**src/rtl/alu_arbiter.sv**
```systemverilog
// alu_arbiter
// Two-requester arbiter and issue sequencer for the shared 32-bit ALU.
// Port 0 is the integer execute path and port 1 is the address/branch-compare
// path. One request is granted per cycle and registered into the ALU inputs.
// The combinational ALU result is captured one cycle later and returned to
// the owning port as a single-cycle pulse.
//
// Configuration macro:
//   ALU_ARB_FIXED_PRIO_EN  defined   -> port 0 always wins contention
//                          undefined -> round-robin on a 1-bit last_grant
//
// Ports:
//   clk, rst                   clock, asynchronous active-high reset
//   flush                      synchronous discard of all in-flight operations
//   req0_*/req1_*              valid/ready request handshakes with op, funct7, a, b
//   rsp0_valid, rsp1_valid     one-cycle result pulses per port
//   rsp_data                   shared result, qualified by rspN_valid
//   alu_op/alu_funct7/alu_a/alu_b  registered drive to the ALU
//   alu_data                   combinational ALU result

module alu_arbiter #(
  parameter int WIDTH = 32
) (
  input  logic             clk,
  input  logic             rst,
  input  logic             flush,
  input  logic             req0_valid,
  output logic             req0_ready,
  input  logic [2:0]       req0_op,
  input  logic             req0_funct7,
  input  logic [WIDTH-1:0] req0_a,
  input  logic [WIDTH-1:0] req0_b,
  input  logic             req1_valid,
  output logic             req1_ready,
  input  logic [2:0]       req1_op,
  input  logic             req1_funct7,
  input  logic [WIDTH-1:0] req1_a,
  input  logic [WIDTH-1:0] req1_b,
  output logic             rsp0_valid,
  output logic             rsp1_valid,
  output logic [WIDTH-1:0] rsp_data,
  output logic [2:0]       alu_op,
  output logic             alu_funct7,
  output logic [WIDTH-1:0] alu_a,
  output logic [WIDTH-1:0] alu_b,
  input  logic [WIDTH-1:0] alu_data
);

  logic             gnt0;
  logic             gnt1;
  logic             any_gnt;

  logic             issue_valid;
  logic             issue_owner;
  logic [2:0]       issue_op;
  logic             issue_funct7;
  logic [WIDTH-1:0] issue_a;
  logic [WIDTH-1:0] issue_b;

  logic             result_valid;
  logic             result_owner;
  logic [WIDTH-1:0] result_data;

`ifdef ALU_ARB_FIXED_PRIO_EN
  // Port 1 only gets the ALU when port 0 has nothing to issue.
  always_comb begin
    gnt0 = req0_valid && !flush;
    gnt1 = req1_valid && !req0_valid && !flush;
  end
`else
  // last_grant remembers the most recent winner; under contention the other
  // port wins. It resets to 1 so port 0 takes the first contention.
  logic last_grant;

  always_comb begin
    gnt0 = 1'b0;
    gnt1 = 1'b0;
    if (!flush) begin
      if (req0_valid && req1_valid) begin
        gnt0 = last_grant;
        gnt1 = !last_grant;
      end else begin
        gnt0 = req0_valid;
        gnt1 = req1_valid;
      end
    end
  end

  always_ff @(posedge clk or posedge rst) begin
    if (rst) begin
      last_grant <= 1'b1;
    end else if (gnt0 || gnt1) begin
      last_grant <= gnt1;
    end
  end
`endif

  assign any_gnt    = gnt0 || gnt1;
  assign req0_ready = gnt0;
  assign req1_ready = gnt1;

  // Issue stage: valid follows the grant every cycle, while the payload is
  // only reloaded on a grant so the ALU inputs stay quiet between operations.
  // Flush already suppresses the grant, which also clears the valid here.
  always_ff @(posedge clk or posedge rst) begin
    if (rst) begin
      issue_valid  <= 1'b0;
      issue_owner  <= 1'b0;
      issue_op     <= 3'd0;
      issue_funct7 <= 1'b0;
      issue_a      <= '0;
      issue_b      <= '0;
    end else begin
      issue_valid <= any_gnt;
      if (any_gnt) begin
        issue_owner  <= gnt1;
        issue_op     <= gnt1 ? req1_op     : req0_op;
        issue_funct7 <= gnt1 ? req1_funct7 : req0_funct7;
        issue_a      <= gnt1 ? req1_a      : req0_a;
        issue_b      <= gnt1 ? req1_b      : req0_b;
      end
    end
  end

  // Result stage: capture the ALU output for the operation sitting in the
  // issue register, unless a flush discards it at this edge.
  always_ff @(posedge clk or posedge rst) begin
    if (rst) begin
      result_valid <= 1'b0;
      result_owner <= 1'b0;
      result_data  <= '0;
    end else begin
      result_valid <= issue_valid && !flush;
      if (issue_valid && !flush) begin
        result_owner <= issue_owner;
        result_data  <= alu_data;
      end
    end
  end

  assign alu_op     = issue_op;
  assign alu_funct7 = issue_funct7;
  assign alu_a      = issue_a;
  assign alu_b      = issue_b;

  assign rsp0_valid = result_valid && !result_owner;
  assign rsp1_valid = result_valid &&  result_owner;
  assign rsp_data   = result_data;

endmodule

```
**config.mk**
```make
export PLATFORM = sky130hd
export DESIGN_NAME = alu_arbiter
export DESIGN_NICKNAME = d
export VERILOG_FILES = /design/src/rtl/alu_arbiter.sv
export SDC_FILE = /design/constraint.sdc
export NUM_CORES = 1
export LEC_CHECK = 0
export ABC_AREA = 1
export CAP_MARGIN = 20
export CORE_UTILIZATION = 40
export CTS_CLUSTER_DIAMETER = 60
export DETAILED_ROUTE_END_ITERATION = 10
export GPL_TIMING_DRIVEN = 0
export PLACE_DENSITY = 0.81
export SLEW_MARGIN = 20
export SYNTH_ARGS = -nofsm -noshare
export SYNTH_HDL_FRONTEND = slang
export SYNTH_SLANG_ARGS = --single-unit
```
**constraint.sdc**
```tcl
create_clock -name clk -period 4.3 [get_ports clk]
set_clock_uncertainty 0.1 [all_clocks]
set_input_delay 0.43 -clock clk [delete_from_list [all_inputs] [get_ports clk]]
set_output_delay 0.43 -clock clk [all_outputs]
set_load 0.01 [all_outputs]
```
==> results of run 1 <==
state kept, by name, summed over array words and instances (netlist names):
register	flops
alu_a	32
alu_b	32
alu_funct7	1
alu_op	3
issue_owner	1
issue_valid	1
last_grant	1
result_owner	1
result_valid	1
rsp_data	32
layout by cell type, fill, tap and decap left out:
cell | Yosys | final
bufinv_16 | 0 | 1
clkinvlp_4 | 0 | 1
nor2_2 | 1 | 1
a21oi_1 | 1 | 1
buf_2 | 23 | 23
buf_6 | 1 | 1
clkbuf_1 | 13 | 15
o21ai_2 | 1 | 1
clkbuf_8 | 0 | 1
dfstp_2 | 1 | 1
inv_6 | 0 | 2
nand2_1 | 305 | 305
o21ai_1 | 1 | 1
o21ai_0 | 2 | 2
clkbuf_16 | 0 | 9
clkinv_2 | 0 | 1
nor2_1 | 1 | 1
buf_4 | 4 | 4
clkdlybuf4s50_1 | 0 | 276
buf_16 | 0 | 1
inv_1 | 145 | 144
dfrtp_1 | 104 | 104
inv_2 | 1 | 1
nand3_1 | 137 | 137
power by group:
| part | internal [µW] | switching [µW] | leakage (µW) |
|---|---|---|---|
| Clock | 469 | 364 | 0.000143 |
| Sequential | 1130 | 77.6 | 0.00129 |
| Combinational | 476 | 380 | 0.00315 |
| Total | 2070 | 821 | 0.00458 |
area by class of cell:
| cell class | count | area [µm²] | share of cell area, % |
|---|---|---|---|
| Multi-Input combinational cell | 449 | 1870 | 21.8 |
| Tap cell | 172 | 215 | 2.51 |
| Timing Repair Buffer | 277 | 2790 | 32.6 |
| Inverter | 146 | 553 | 6.46 |
| Clock inverter | 4 | 51.3 | 0.599 |
| Clock buffer | 12 | 246 | 2.88 |
| Buffer | 41 | 205 | 2.40 |
| Sequential cell | 105 | 2630 | 30.7 |
layer usage:
layer	vias to the layer above	global-route usage [%]	part of all wire (%)
met2	212	43.8	48
met1	2475	28.1	40
met5	-	0	0
met4	0	9.96	2.8
li1	2776	-	-
met3	31	8.10	9.7
worst min-delay path by stage:
| stage | start | to | slack, ps | cells after the start |
|---|---|---|---|---|
| 2_1_floorplan | result_owner | result_owner | 380 | 2 |
| 3_3_place_gp | alu_b[5] | alu_b[5] | 360 | 2 |
| 3_5_place_dp | rsp_data[10] | rsp_data[10] | 360 | 2 |
| 4_1_cts | rst | alu_b[6] | 360 | 2 |
| 5_1_grt | rst | alu_b[6] | 400 | 2 |
| 6_report | rst | alu_b[6] | 350 | 2 |
cells in the mapped netlist, types with 2 or more instances:
| master | number | area (µm²) |
|---|---|---|
| nand2_1 | 305 | 1140 |
| inv_1 | 145 | 544 |
| nand3_1 | 137 | 686 |
| dfrtp_1 | 104 | 2600 |
| buf_2 | 23 | 115 |
| clkbuf_1 | 13 | 48.8 |
| buf_4 | 4 | 30.0 |
| o21ai_0 | 2 | 10.0 |
worst max-delay path, stage by stage:
cell	delay, ps
clkdlybuf4s50_1	460
nand2_1	290
nand3_1	370
buf_2	320
inv_1	70
clkdlybuf4s50_1	520
metrics by stage:
stage	TNS [ps]	hold slack [ps]
floorplan	0	375
global placement	-66030	360
detailed placement	0	364
CTS	0	356
global route	0	397
finish	0	351
cells by family (layout without fill, tap and decap cells):
family | after synthesis | after routing | share of synthesized area [%]
compound gates | 5 | 5 | 0.548
buf+inv | 187 | 480 | 14.3
flops | 105 | 105 | 50.1
simple gates | 444 | 444 | 35.0
==> run_results.csv, run 1 <==
group,metric,value,unit
status,status,"completed",
die,dieArea,13600,µm²
drt,drt_pass1_iterations,5,
synth,ys.warnings.count,0,
synth,synth_edf_count,0,
sta,rsz0062_at_grt,"false",
finish,final_area,8560,µm²
sta,finalSetupViolCount,0,
worst_setup_path,r2r_setup_slack,2410,ps
sta,hold_viol,0,
die,die_y,117,µm
finish,post-route-util,67.3,%
global_route,grt_max_degree,70,
global_route,grt_pass1_wl,25900,µm
sta,relSlewSlack,66.6,%
synth,syn_area_per_cell,7.09,µm²
job,cap_viol_max_count,0,
worst_setup_path,r2r_start,"last_grant",
synth,synth_nets,914,
finish,finalNonFillerCells,1206,
cts,cts_htree_levels,3,
global_route,grt_pass1_vias,5305,
pwr,peakVddDrop,0.173,mV
worst_setup_path,cp_max_fo,10,
synth,yosysUniqueCellTypes,16,
synth,ys_ff_latch,105,
cts,cts_sinks,105,
synth,synth_ff_type,"dfrtp_1",
worst_setup_path,path_class,"input pin to output pin",
pwr,p_leak,0.00458,µW
drt,ant_nets,0,
synth,netlist_area,5250,µm²
worst_setup_path,endpoint,"req1_ready",
worst_setup_path,start_kind,"input pin",
place,dp.cells,1190,
finish,n_fill_cell,1111,
place,pre_cts_ws,1290,ps
sta,worst_slack,1310,ps
sta,drv_slew,0,
drt,wl,16700,µm
die,rows,41,
cts,clockBufferDepth,2,
synth,ys_seq_area_share,50.1,%
drt,via_count,5494,
cts,postCtsResizedCells,0,
place,gp_congestion,0.804,
global_route,track_usage,25.0,%
place,io_buffers,276,
cts,clkLatencyLatePin,350,ps
worst_setup_path,end_kind,"output pin",
synth,postSynth.asyncResetShare,100,%
cts,clock-root-buffer,"clkbuf_16",
drt,drtIter0Drc,277,
finish,diodes,0,
place,dpl.hpwl,12800,µm
worst_setup_path,critPathArrivalTime,2460,ps
pwr,power,2900,µW
cts,cts-hold-fix-buffers,0,
sta,tightest_slew,501,ps
die,initial_core_util,41.3,%
worst_setup_path,crit_start,"req0_valid",
die,io_pins,277,
sta,max_freq,335,MHz
finish,finish.net_count,1202,
die,core,12700,µm²
finish,syn2layout_area_growth,63.0,%
cts,post_cts_buffers,0,
die,die_x,117,µm
drt,drc_errors,0,
worst_setup_path,timing.rr.end,"alu_b[17]",
worst_setup_path,reg2reg_depth,6,
cts,clk_pin_slew,70,ps
global_route,gr-total-overflow,0,
min_path,hold_class,"input pin to async pin",
pwr,p_per_area,338,nW/µm²
cts,cts_tree,"done",
synth,synth_cells,741,
drt,viasPerCell,4.56,
sta,period_share,69.5,%
global_route,antenna_found_initial,0,
sta,min_period,2990,ps
place,placed_area,8260,µm²
cts,cts_buffers,9,
finish,drive_gt1_share,4.64,%
drt,wl_per_cell,13.8,µm
worst_setup_path,required,3770,ps
Power figures use the tool's default switching activity.
==> run 2, diff against run 1 <==
Clock period 4.3 ns to 3 ns, I/O delays scaled along.
==> run_results.csv, run 2 (synthesis results as in run 1) <==
group,metric,value,unit
place,io_buffers,276,
place,placed_area,8290,µm²
global_route,grt_pass1_wl,24900,µm
job,cap_viol_max_count,0,
pwr,peakVddDrop,0.249,mV
cts,cts-hold-fix-buffers,0,
worst_setup_path,required,2600,ps
die,rows,41,
global_route,antenna_found_initial,0,
die,initial_core_util,41.3,%
cts,clkLatencyLatePin,340,ps
cts,cts_htree_levels,3,
worst_setup_path,timing.rr.end,"alu_b[17]",
sta,drv_slew,0,
worst_setup_path,crit_chain,"clkdlybuf4s50_1 -> nand2_1 -> nand3_1 -> buf_2 -> inv_1 -> clkdlybuf4s50_1",
worst_setup_path,critPathArrivalTime,2330,ps
place,gp_congestion,0.828,
die,core,12700,µm²
die,io_pins,277,
sta,max_freq,366,MHz
finish,final_common_cell,"nand2_1",
cts,cts_buffers,9,
worst_setup_path,cp_slowest_stage_delay,520,ps
cts,post_cts_buffers,0,
sta,relSlewSlack,63.4,%
pwr,p_per_area,482,nW/µm²
cts,clk_pin_slew,70,ps
worst_setup_path,worst_path_dominant_cell_family,"buffers and inverters",
finish,drive_gt1_share,4.92,%
worst_setup_path,r2r_start,"last_grant",
worst_setup_path,path_class,"input pin to output pin",
worst_setup_path,reg2reg_depth,6,
place,dpl.hpwl,12500,µm
finish,final_area,8590,µm²
drt,wl_met1,6720,µm
worst_setup_path,cp_slowest_cell,"clkdlybuf4s50_1",
die,die_x,117,µm
sta,rsz0062_at_grt,"false",
sta,worst_slack,271,ps
drt,drc_errors,0,
drt,ant_nets,0,
worst_setup_path,crit_top_cell,"clkdlybuf4s50_1",
finish,finalNonFillerCells,1208,
drt,wl_met2,7680,µm
drt,wl,16300,µm
cts,cts_sinks,105,
global_route,grt_pass1_vias,4978,
place,pre_cts_ws,257,ps
drt,wl_per_cell,13.5,µm
finish,finish.net_count,1204,
worst_setup_path,r2r_setup_slack,1120,ps
finish,diodes,0,
min_path,hold_class,"input pin to async pin",
sta,hold_viol,0,
sta,fin_setup_tns,0,ps
sta,finalSetupViolCount,0,
finish,syn2layout_area_growth,63.5,%
drt,wl_met3,1570,µm
worst_setup_path,crit_buf_inv,4,
drt,via_count,5514,
cts,postCtsResizedCells,0,
cts,clockBufferDepth,2,
die,die_y,117,µm
sta,tightest_slew,549,ps
sta,period_share,91.0,%
cts,clock-root-buffer,"clkbuf_16",
worst_setup_path,cp_max_fo,10,
place,dp.cells,1192,
sta,min_period,2730,ps
finish,layout_common_cells,"305 x nand2_1, 276 x clkdlybuf4s50_1, 144 x inv_1",
cts,cts_tree,"done",
worst_setup_path,end_kind,"output pin",
worst_setup_path,start_kind,"input pin",
status,status,"completed",
die,dieArea,13600,µm²
global_route,track_usage,23.9,%
drt,drt_pass1_iterations,5,
global_route,gr-total-overflow,0,
global_route,grt_max_degree,34,
drt,drtIter0Drc,359,
drt,viasPerCell,4.56,
pwr,p_leak,0.00459,µW
drt,highest_layer,"met4",
-- run 2: changes by cell type in the layout (fill, tap and decap cells not counted) --
cell,delta
buf_12,+3
buf_16,-1
clkbuf_1,-1
clkbuf_8,-1
clkinv_2,+1
clkinvlp_4,+1
-- run 2: layer usage --
layer  vias to the layer above  global-route usage, %
met5                         -                      0
met4                         0                   6.67
met3                        23                   7.47
met2                       227                   40.3
met1                      2491                   29.6
li1                       2773                      -
-- run 2: stage by stage --
stage | hold slack (ps) | util, % | total power [µW]
CTS | 194 | 67.5 | 4170
detailed placement | 364 | 65.2 | 2990
global route | 213 | 67.5 | 4360
floorplan | 310 | - | 2220
finish | 194 | 67.5 | 4140
global placement | 360 | 64.7 | 2960
-- run 2: worst max path at each step --
stage	startpoint	end	slack (ps)	cells past startpoint
detailed placement	req0_valid	req1_ready	260	6
global route	req0_valid	req1_ready	130	6
global placement	rst	alu_a[9]	270	2
finish	req0_valid	req1_ready	270	6
floorplan	rst	alu_a[0]	1340	1
CTS	req0_valid	req1_ready	240	6
-- run 2: where the power goes --
group | total, µW | internal [µW] | leakage [µW] | switching, µW
Clock | 1180 | 651 | 0.000143 | 530
Sequential | 1730 | 1620 | 0.00129 | 114
Combinational | 1230 | 686 | 0.00316 | 541
Total | 4140 | 2960 | 0.00459 | 1180
-- run 2: cell type report --
class	count	area (µm²)
fillers	1082	4140
repair buffers	279	2820
flip-flops and latches	105	2630
multi-input cells	449	1870
inverters	146	552
clock buffers	10	229
well taps	172	215
plain buffers	41	205
clock inverters	6	65.1
==> RTL edit 1, RTL diff (config.mk and constraints of run 1) <==
Change the parameter `WIDTH` from 32 to 36.
--- a/src/rtl/alu_arbiter.sv
+++ b/src/rtl/alu_arbiter.sv
@@ -19,7 +19,7 @@
 //   alu_data                   combinational ALU result
 
 module alu_arbiter #(
-  parameter int WIDTH = 32
+  parameter int WIDTH = 36
 ) (
   input  logic             clk,
   input  logic             rst,
Interface: changed (8 resized); port bits go from 277 to 309. No check against the original RTL was run, so the function may have changed too.
==> RTL edit 1 against run 1 <==
Clock power increased by 86%. Area after synthesis increased by 11%. Sequential cell count increased by 12. Total power increased by 34%. Die area increased by 11%. Core utilization increased by 2.5 points. First-iteration DRC count decreased by 2.2%. Final area increased by 15%. Via count increased by 15%. Global-route usage increased by 1.4 points. Setup slack got worse by 0.0073 ns. Wire length increased by 19%. Worst hold slack got worse by 0.018 ns. Largest cell class unchanged.
==> RTL edit 1: results <==
group,metric,value,unit
outcome,outcome,"finished clean",
critical_path,r2r_end,"alu_a[10]$_DFFE_PP0P_",
detailed_routing,wirelength,19810,µm
synthesis,postSynthAreaPerCell,7.074,µm²
layout,n_clock_buffer,21,
clock_tree,worstSkewPairLatency,0.42,ns
layout,num-fill-cells,1121,
global_route,grt_max_degree,63,
clock_tree,numCtsBuffers,17,
power_and_ir_drop,peakVddDrop,0.2925,mV
placed_design,io_buffers,308,
layout,final_layout_size_suffix_gt1_frac,0.05479,
synthesis,synth_compound_area_frac,0.004919,
layout,clock_area_frac,0.06623,
synthesis,synth_nets,1020,
layout,nonClockInverterCount,162,
placed_design,hpwlAfterDp,14660,µm
layout,multi_input_area,2090,µm²
timing,hold_slack,0.3324,ns
synthesis,ys_seq_area_frac,0.5006,
detailed_routing,vias,6337,
layout,seq_cells,117,
layout,final_cells,1348,
detailed_routing,initialDrtViolationCount,271,
layout,layout.nonclk_buf_frac,0.3388,
power_and_ir_drop,p_leak,5.234,nW
floorplan,rows,43,
placed_design,dpl_cell_area,9191,µm²
global_route,grt_pass1_wl,30360,µm
global_route,grt.total_usage,0.2642,
==> RTL edit 1: changes by cell type after synthesis, moves of 3 or more <==
cell      before  now
clkbuf_1      13   20
buf_1          0    3
buf_4          4    7
buf_2         23   17
dfrtp_1      104  116
nand3_1      137  152
nand2_1      305  341
inv_1        145  160
==> RTL edit 1: where the power goes <==
group | total, mW | internal, mW | switching (mW)
registers | 1.35 | 1.26 | 0.0931
logic | 0.960 | 0.531 | 0.429
clock network | 1.55 | 1.03 | 0.520
==> RTL edit 1: per-layer routing <==
metal	track usage	wire, µm
met1	0.2966	7742
met2	0.4751	10260
met3	0.06919	1334
met4	0.1037	472
met5	0	0
==> RTL edit 1: critical path, stage by stage <==
cell	delay (ns)
clkdlybuf4s50_1	0.46
nand2_1	0.23
nand3_2	0.25
buf_2	0.28
buf_4	0.20
inv_1	0.05
clkdlybuf4s50_1	0.55
==> RTL edit 2, RTL diff (flow settings as in run 1) <==
Made on the original files. Reset style: synchronous (`rst`), changed in 3 clocked blocks. Comments in the files are not updated.
--- a/src/rtl/alu_arbiter.sv
+++ b/src/rtl/alu_arbiter.sv
@@ -86,7 +86,7 @@
     end
   end
 
-  always_ff @(posedge clk or posedge rst) begin
+  always_ff @(posedge clk) begin
     if (rst) begin
       last_grant <= 1'b1;
     end else if (gnt0 || gnt1) begin
@@ -102,7 +102,7 @@
   // Issue stage: valid follows the grant every cycle, while the payload is
   // only reloaded on a grant so the ALU inputs stay quiet between operations.
   // Flush already suppresses the grant, which also clears the valid here.
-  always_ff @(posedge clk or posedge rst) begin
+  always_ff @(posedge clk) begin
     if (rst) begin
       issue_valid  <= 1'b0;
       issue_owner  <= 1'b0;
@@ -124,7 +124,7 @@
 
   // Result stage: capture the ALU output for the operation sitting in the
   // issue register, unless a flush discards it at this edge.
-  always_ff @(posedge clk or posedge rst) begin
+  always_ff @(posedge clk) begin
     if (rst) begin
       result_valid <= 1'b0;
       result_owner <= 1'b0;
Behaviour: differs if rst is asserted again (counterexample within 4 cycles, from zero or initial values and one cycle with rst high); with rst held inactive, the same outputs for 10 cycles.
==> RTL edit 2 against run 1 <==
Setup slack improved by 0.22 ns. Sequential cell count did not move. Final area fell by 4.3%. Largest power group unchanged. Critical path type unchanged. Critical endpoint unchanged. Largest cell class unchanged. Sequential power is 12% lower. Cell count is 1.0% lower. Total power down 13%. Wire length up 0.40%. Area after synthesis down 6.4%. Highest routed layer unchanged.
==> RTL edit 2: results <==
group,metric,value,unit
min_path,whs_path_depth,2,
critical_path,crit_path_end,"req1_ready",
global_route,grt.total_usage,0.2591,
synthesis,postSynthAreaPerCell,6.513,µm²
critical_path,r2r_end,"alu_a[1]$_SDFFE_PP0P_",
power_and_ir_drop,peakVddDrop,0.2207,mV
detailed_routing,vias,5771,
global_route,grt_use_met2,0.4502,
global_route,grt_pass1_wl,26100,µm
critical_path,r2r_start,"last_grant$_SDFFE_PP1P_",
layout,multi_input_area,2023,µm²
outcome,outcome,"finished clean",
detailed_routing,wl_met2,7921,µm
timing,tightest_slew,0.5162,ns
layout,num-fill-cells,1064,
layout,final_layout_size_suffix_gt1_frac,0.05062,
placed_design,hpwlAfterDp,12720,µm
global_route,grt_max_degree,19,
global_route,antenna_found_initial,0,
detailed_routing,m1WireLength,6855,µm
min_path,hp-class,"flip-flop to flip-flop",
placed_design,dpl_cell_area,7864,µm²
clock_tree,worstSkewPairLatency,0.34,ns
placed_design,place_congestion,0.8426,
power_and_ir_drop,p_leak,3.988,nW
critical_path,cp.arrival,2.24,ns
detailed_routing,wl_met3,1365,µm
clock_tree,path_clk_slew,0.07,ns
synthesis,synth_nets,928,
detailed_routing,wl_per_cell,14.01,µm
global_route,grt_pass1_vias,5367,
global_route,grtUsageMet3,0.05999,
synthesis,ys_types,15,
timing,hold_slack,0.3620,ns
layout,final_cells,1194,
synthesis,ys_top_cells_by_count,"nand3_1 (205), nand2_1 (142), inv_1 (141), dfxtp_1 (105), nor2_1 (70)",
critical_path,crit_slowest_cell,"clkdlybuf4s50_1",
timing,fin_crit,2.766,ns
critical_path,ff2ff_setup_slack,2.67,ns
global_route,use_met1,0.2990,
detailed_routing,firstDrtPassIters,8,
synthesis,ys_top_cells_by_area,"dfxtp_1 (43%), nand3_1 (21%), nand2_1 (11%), inv_1 (11%), nor2_1 (5.3%)",
placed_design,pre_cts_ws,1.514,ns
synthesis,ys_seq_area_frac,0.4275,
detailed_routing,initialDrtViolationCount,321,
-- RTL edit 2: cell count changes after synthesis, sizes merged --
| cell | run 1 | this run |
|---|---|---|
| nor2 | 2 | 72 |
| o21ai | 4 | 34 |
| dfrtp | 104 | 0 |
| nand3 | 137 | 206 |
| nand2 | 305 | 142 |
| inv | 146 | 143 |
| clkbuf | 13 | 21 |
| buf | 28 | 31 |
| dfxtp | 0 | 105 |
| dfstp | 1 | 0 |
-- RTL edit 2: final cells by class --
cell class	instances	area share
multi-input combinational	455	0.2470
timing repair buffer	276	0.3373
clock buffer	9	0.02749
buffer	52	0.03116
clock inverter	7	0.01252
tap	147	0.02245
inverter	143	0.06553
sequential	105	0.2566
-- RTL edit 2: cell families after synthesis --
group / share of synthesized area
AO/OA/AOI/OAI: 0.03639
buffers and inverters: 0.1611
flip-flops: 0.4275
AND/OR/NAND/NOR: 0.3751
-- RTL edit 2: report_power, final --
group	switching, mW	internal, mW
sequential	0.0318	1.03
combinational	0.242	0.307
clock	0.379	0.518
total	0.653	1.86
